===== src/rtl/ulpi_phy_emu.sv =====
// rtl/ulpi_phy_emu.sv - ULPI PHY emulator with register file, RXCMD reporting and startup sequencing
module ulpi_phy_emu #(
    parameter logic [15:0] VENDOR_ID   = 16'h0424,
    parameter logic [15:0] PRODUCT_ID  = 16'h0006,
    parameter int          STARTUP_CYC = 4,
    parameter int          WR_TIMEOUT  = 16
) (
    input  logic       CLK_60M,
    input  logic       NRST_A_USB,
    input  logic [7:0] ULPI_DATA_I,
    output logic [7:0] ULPI_DATA_O,
    output logic       ULPI_DATA_OE,
    output logic       ULPI_DIR,
    output logic       ULPI_NXT,
    input  logic       ULPI_STP,
    input  logic       ULPI_RESETN,
    input  logic [1:0] LINESTATE,
    input  logic [1:0] VBUS_STATE,
    output logic [7:0] FUNC_CTRL,
    output logic       REG_WR_PULSE
);

    localparam logic [3:0] ST_TA    = 4'd0;
    localparam logic [3:0] ST_RXCMD = 4'd1;
    localparam logic [3:0] IDLE     = 4'd2;
    localparam logic [3:0] WR_NXT   = 4'd3;
    localparam logic [3:0] WR_DATA  = 4'd4;
    localparam logic [3:0] RD_NXT   = 4'd5;
    localparam logic [3:0] RD_TA    = 4'd6;
    localparam logic [3:0] RD_DATA  = 4'd7;
    localparam logic [3:0] RX_TA    = 4'd8;
    localparam logic [3:0] RX_DATA  = 4'd9;

    localparam int SCW = $clog2(STARTUP_CYC + 1);
    localparam int WCW = $clog2(WR_TIMEOUT + 1);

    localparam logic [7:0] FUNC_RST = 8'h41;
    localparam logic [7:0] INTF_RST = 8'h00;
    localparam logic [7:0] OTG_RST  = 8'h06;
    localparam logic [7:0] SCR_RST  = 8'h00;

    logic [3:0]     state;
    logic [SCW-1:0] st_cnt;
    logic [WCW-1:0] wr_cnt;
    logic [5:0]     addr;
    logic [7:0]     wr_buf;
    logic [7:0]     last_rxcmd;
    logic [7:0]     func_ctrl, intf_ctrl, otg_ctrl, scratch;
    logic [7:0]     func_nxt, intf_nxt, otg_nxt, scratch_nxt;
    logic [7:0]     rxcmd;
    logic [7:0]     rd_val;
    logic           commit;

    assign rxcmd     = {4'b0000, VBUS_STATE, LINESTATE};
    // A commit needs at least one captured data byte before STP.
    assign commit    = (state == WR_DATA) && ULPI_STP && (wr_cnt != '0);
    assign FUNC_CTRL = func_ctrl;

    always_comb begin
        rd_val = 8'h00;
        case (addr)
            6'h00:                rd_val = VENDOR_ID[7:0];
            6'h01:                rd_val = VENDOR_ID[15:8];
            6'h02:                rd_val = PRODUCT_ID[7:0];
            6'h03:                rd_val = PRODUCT_ID[15:8];
            6'h04, 6'h05, 6'h06:  rd_val = func_ctrl;
            6'h07, 6'h08, 6'h09:  rd_val = intf_ctrl;
            6'h0A, 6'h0B, 6'h0C:  rd_val = otg_ctrl;
            6'h16, 6'h17, 6'h18:  rd_val = scratch;
            default:              rd_val = 8'h00;
        endcase
    end

    // Function Control bit 5 (Reset) never survives more than one cycle.
    always_comb begin
        func_nxt    = func_ctrl & 8'hDF;
        intf_nxt    = intf_ctrl;
        otg_nxt     = otg_ctrl;
        scratch_nxt = scratch;
        if (commit) begin
            case (addr)
                6'h04:   func_nxt    = wr_buf;
                6'h05:   func_nxt    = func_nxt | wr_buf;
                6'h06:   func_nxt    = func_nxt & ~wr_buf;
                6'h07:   intf_nxt    = wr_buf;
                6'h08:   intf_nxt    = intf_ctrl | wr_buf;
                6'h09:   intf_nxt    = intf_ctrl & ~wr_buf;
                6'h0A:   otg_nxt     = wr_buf;
                6'h0B:   otg_nxt     = otg_ctrl | wr_buf;
                6'h0C:   otg_nxt     = otg_ctrl & ~wr_buf;
                6'h16:   scratch_nxt = wr_buf;
                6'h17:   scratch_nxt = scratch | wr_buf;
                6'h18:   scratch_nxt = scratch & ~wr_buf;
                default: ;
            endcase
        end
    end

    always_ff @(posedge CLK_60M or negedge NRST_A_USB) begin
        if (!NRST_A_USB) begin
            func_ctrl    <= FUNC_RST;
            intf_ctrl    <= INTF_RST;
            otg_ctrl     <= OTG_RST;
            scratch      <= SCR_RST;
            REG_WR_PULSE <= 1'b0;
        end else if (!ULPI_RESETN) begin
            func_ctrl    <= FUNC_RST;
            intf_ctrl    <= INTF_RST;
            otg_ctrl     <= OTG_RST;
            scratch      <= SCR_RST;
            REG_WR_PULSE <= 1'b0;
        end else begin
            func_ctrl    <= func_nxt;
            intf_ctrl    <= intf_nxt;
            otg_ctrl     <= otg_nxt;
            scratch      <= scratch_nxt;
            REG_WR_PULSE <= commit;
        end
    end

    always_ff @(posedge CLK_60M or negedge NRST_A_USB) begin
        if (!NRST_A_USB) begin
            state      <= ST_TA;
            st_cnt     <= '0;
            wr_cnt     <= '0;
            addr       <= '0;
            wr_buf     <= 8'h00;
            last_rxcmd <= 8'h00;
        end else if (!ULPI_RESETN) begin
            state      <= ST_TA;
            st_cnt     <= '0;
            wr_cnt     <= '0;
            addr       <= '0;
            wr_buf     <= 8'h00;
            last_rxcmd <= 8'h00;
        end else begin
            case (state)
                ST_TA: begin
                    state  <= ST_RXCMD;
                    st_cnt <= '0;
                end
                ST_RXCMD: begin
                    if (st_cnt == SCW'(STARTUP_CYC - 1)) state <= IDLE;
                    else                                 st_cnt <= st_cnt + 1'b1;
                end
                // TXCMD decode wins; a pending RXCMD waits for a quiet bus.
                IDLE: begin
                    if (ULPI_DATA_I[7:6] == 2'b10) begin
                        state <= WR_NXT;
                        addr  <= ULPI_DATA_I[5:0];
                    end else if (ULPI_DATA_I[7:6] == 2'b11) begin
                        state <= RD_NXT;
                        addr  <= ULPI_DATA_I[5:0];
                    end else if (ULPI_DATA_I == 8'h00 && rxcmd != last_rxcmd) begin
                        state <= RX_TA;
                    end
                end
                WR_NXT: begin
                    state  <= WR_DATA;
                    wr_cnt <= '0;
                end
                WR_DATA: begin
                    if (ULPI_STP) begin
                        state <= IDLE;
                    end else begin
                        wr_buf <= ULPI_DATA_I;
                        if (wr_cnt == WCW'(WR_TIMEOUT - 1)) state <= IDLE;
                        else                                wr_cnt <= wr_cnt + 1'b1;
                    end
                end
                RD_NXT:  state <= RD_TA;
                RD_TA:   state <= RD_DATA;
                RD_DATA: state <= IDLE;
                RX_TA:   state <= RX_DATA;
                RX_DATA: begin
                    last_rxcmd <= rxcmd;
                    state      <= IDLE;
                end
                default: state <= ST_TA;
            endcase
        end
    end

    always_comb begin
        ULPI_DIR     = 1'b0;
        ULPI_DATA_OE = 1'b0;
        ULPI_NXT     = 1'b0;
        ULPI_DATA_O  = 8'h00;
        case (state)
            ST_TA, RD_TA, RX_TA: ULPI_DIR = 1'b1;
            ST_RXCMD, RX_DATA: begin
                ULPI_DIR     = 1'b1;
                ULPI_DATA_OE = 1'b1;
                ULPI_DATA_O  = rxcmd;
            end
            RD_DATA: begin
                ULPI_DIR     = 1'b1;
                ULPI_DATA_OE = 1'b1;
                ULPI_DATA_O  = rd_val;
            end
            WR_NXT, RD_NXT: ULPI_NXT = 1'b1;
            default: ;
        endcase
    end

endmodule


===== config.mk =====
export PLATFORM = sky130hd
export DESIGN_NAME = ulpi_phy_emu
export DESIGN_NICKNAME = d
export VERILOG_FILES = /design/src/rtl/ulpi_phy_emu.sv
export SDC_FILE = /design/constraint.sdc
export NUM_CORES = 1
export LEC_CHECK = 0
export CAP_MARGIN = 5
export CELL_PAD_IN_SITES_DETAIL_PLACEMENT = 0
export CELL_PAD_IN_SITES_GLOBAL_PLACEMENT = 1
export CORE_MARGIN = 5
export CORE_UTILIZATION = 40
export CTS_CLUSTER_SIZE = 10
export DETAILED_ROUTE_END_ITERATION = 16
export PLACE_DENSITY_LB_ADDON = 0.05
export SKIP_CTS_REPAIR_TIMING = 1
export SYNTH_ARGS = -nofsm -noshare
export SYNTH_HDL_FRONTEND = slang
export SYNTH_SLANG_ARGS = --single-unit

===== constraint.sdc =====
create_clock -name CLK_60M -period 4.61 [get_ports CLK_60M]
set_input_delay 0.6915 -clock CLK_60M [delete_from_list [all_inputs] [get_ports CLK_60M]]
set_output_delay 0.6915 -clock CLK_60M [all_outputs]
set_load 0.05 [all_outputs]

==> metrics.txt <==
vias per cell=5.76; Synth Net Count=425; Reg2Reg Launch Point=state[1]; post-synth top area share=40.1%; Critical Path End=ULPI_DATA_O[0]; first-pass GRT wire length=17500 um; Synth Area per Inst=9.11 um^2; Mapped Cells=404; final clock skew=0.0128 ns; Flop pwr share=40.2%; most common cell after layout, fill and taps aside=dfrtp_1; critical path arrival=3.31 ns; GRT Total Usage=19.9%; cell depth of the worst flop-to-flop path=5; outcome=completed; Layout Utilization=47.0%; Final #Nets=449; via count=3126; vias in the first global route=3177; reg2reg end=intf_ctrl[0]; Yosys warnings=0; core area=9110 um^2; CTS Sinks=63; CTS buffer count=9; Logic pwr share=26.1%; worst hold-check path type=in2async; setup TNS=0 ns; CP endpoint kind=primary output; pwr dens=374 nW/um^2; Final GP Congestion=0.801; placed cell count=528; fin crit share=86.9%; leakage dissipation=1.65 nW; max frequency=250 MHz; final setup violation count=0; post-synthesis sequential area ratio=43.0%; asr flop ratio synth=100%; initial core utilization=40.4%; drt wl/cell=19.9 um; critical path class=reg2out; Int Pwr=1.05 mW; CTS tree=done; die area=11200 um^2; Clk pin slew, worst setup/hold paths=0.07 ns; flop2flop setup slack=1.96 ns; initial antenna violation count=0; Net Sw Power=0.556 mW; Sw Share=34.7%; I/O pins=36; Fin. Hold Viols=0; Die X=106 um; # rows=35; critical path peak fanout=17; Overflow after GRT=0; DRC Markers=0; Post-DP HPWL=7600 um; largest net degree at the start of global routing=38; # diodes=0; Slew @ Worst Pin=0.931 ns; most frequent cells in the layout=dfrtp_1, nand2_1, clkdlybuf4s50_1, nor2_1, nand3_1; Max-Cap Viols=0; drt first pass iters=4; initial DRC count=169; critical path startpoint=addr[1]; Clock Path Buffers=2; Startpoint Class=register; fin. max-slew vios=0; clock root buffer=clkbuf_8; Buffers on Ports=35; clk_lat worst skew=0.34 ns; Area growth, synth to finish=16.3%; Slew HR=37.8%; EDFF count, synth=0; H-tree lvl count=3; hold slack=0.383 ns; top cell type by total area after synthesis=dfrtp_1; Die H=106 um; post-synth cell types=59; CP Data Required Time=3.92 ns; proportion of layout cells with a drive suffix above 1=8.56%; Area contributors post-synth=dfrtp_1, nand2_1, mux2i_1; clock share of power=33.6%; synthesized flop and latch total=63; ys flop type=dfrtp_1; non-filler cells, final=543; RSZ-0062 raised after global routing=no; Final ANT Viol Nets=0; Final Critical Period=4.01 ns; synthesized area=3680 um^2; worst ir drop on vdd=0.000177 V; final WL=10800 um
[critical path, cell delays in order, from the launching register on]
cell	delay, ns
dfrtp_1	0.55
or3b_1	0.55
a211oi_4	0.60
a22oi_1	0.14
a21oi_1	0.23
a21o_1	0.11
clkdlybuf4s50_1	0.79
[kinds of logic (layout without fill, tap and decap cells)]
family                   after synthesis  after routing  synth area share [%]
adder cells (fa/ha/maj)                5              5                  1.70
XOR/XNOR                               9              9                  2.14
AND/OR/NAND/NOR                      157            157                  22.4
buffers and inverters                 37             65                  4.45
AO/OA/AOI/OAI                        121            121                  23.1
multiplexers                          12             12                  3.26
flip-flops                            63             63                  43.0
[power by group through the flow]
stage,registers [mW],clock network [mW],logic [mW]
2_1_floorplan,0.608,0,0.330
3_3_place_gp,0.653,0,0.419
3_5_place_dp,0.655,0,0.420
4_1_cts,0.644,0.549,0.422
5_1_grt,0.653,0.577,0.455
6_report,0.644,0.539,0.418
[sequential cells by signal, summed over array words and instances (netlist names)]
name / cells
state: 4
otg_ctrl: 8
last_rxcmd: 4
wr_cnt: 5
intf_ctrl: 8
wr_buf: 8
REG_WR_PULSE: 1
scratch: 8
FUNC_CTRL: 8
addr: 6
st_cnt: 3
[worst min path at each step]
stage | start | end | slack (ns)
2_1_floorplan | NRST_A_USB | FUNC_CTRL[1] | 0.40
3_3_place_gp | st_cnt[2] | st_cnt[2] | 0.46
3_5_place_dp | st_cnt[2] | st_cnt[2] | 0.47
4_1_cts | NRST_A_USB | FUNC_CTRL[4] | 0.40
5_1_grt | NRST_A_USB | FUNC_CTRL[4] | 0.44
6_report | NRST_A_USB | FUNC_CTRL[4] | 0.38
[cells in the mapped netlist, types with 2 or more instances]
master     n
nor2b_1   15
inv_1     11
and2_1     4
a21boi_0   7
clkbuf_1  14
nor3b_2    2
dfrtp_1   59
mux2i_1   12
a21o_1     5
and3_1     4
a222oi_1   2
a21oi_1   12
nor4_1     5
nand3_1   20
o21ai_1    8
a22oi_1   13
dfstp_2    4
ha_1       5
buf_6      2
xor2_1     3
or4b_1     2
nand3b_1   5
nand4b_1   2
o31ai_1    3
buf_2      8
or3b_1     2
o21a_1    15
nand2b_1   5
xnor2_1    6
o211ai_1   7
nand2_2    2
a32o_1     2
o21ai_0   18
nor2_1    25
nand2_1   46
nor3_1     7
nand4_1    5
o22ai_1   15
buf_1      2
[metal layers]
| metal | vias up | global-route usage (%) | wire (um) |
|---|---|---|---|
| met1 | 1540 | 27.3 | 5020 |
| met4 | 0 | 7.59 | 225 |
| li1 | 1516 | - | - |
| met5 | - | 0 | 0 |
| met3 | 16 | 2.73 | 348 |
| met2 | 54 | 32.0 | 5240 |
[final cells by class]
| cell class | count | area, um^2 |
|---|---|---|
| clock buffer | 12 | 145 |
| clock inverter | 3 | 67.6 |
| fill | 932 | 4830 |
| inverter | 11 | 41.3 |
| multi-input combinational | 304 | 1940 |
| sequential | 63 | 1580 |
| tap | 111 | 139 |
| timing repair buffer | 39 | 370 |
[per-stage QoR]
stage               power (mW)  instance area (um^2)  setup WS, ns
detailed placement        1.08                  4070         0.953
global placement          1.07                  4070          1.02
global route              1.68                  4280         0.451
CTS                       1.61                  4280         0.593
floorplan                0.938                  3680          1.33
finish                    1.60                  4280         0.604
(Power assumes the default switching activity.)
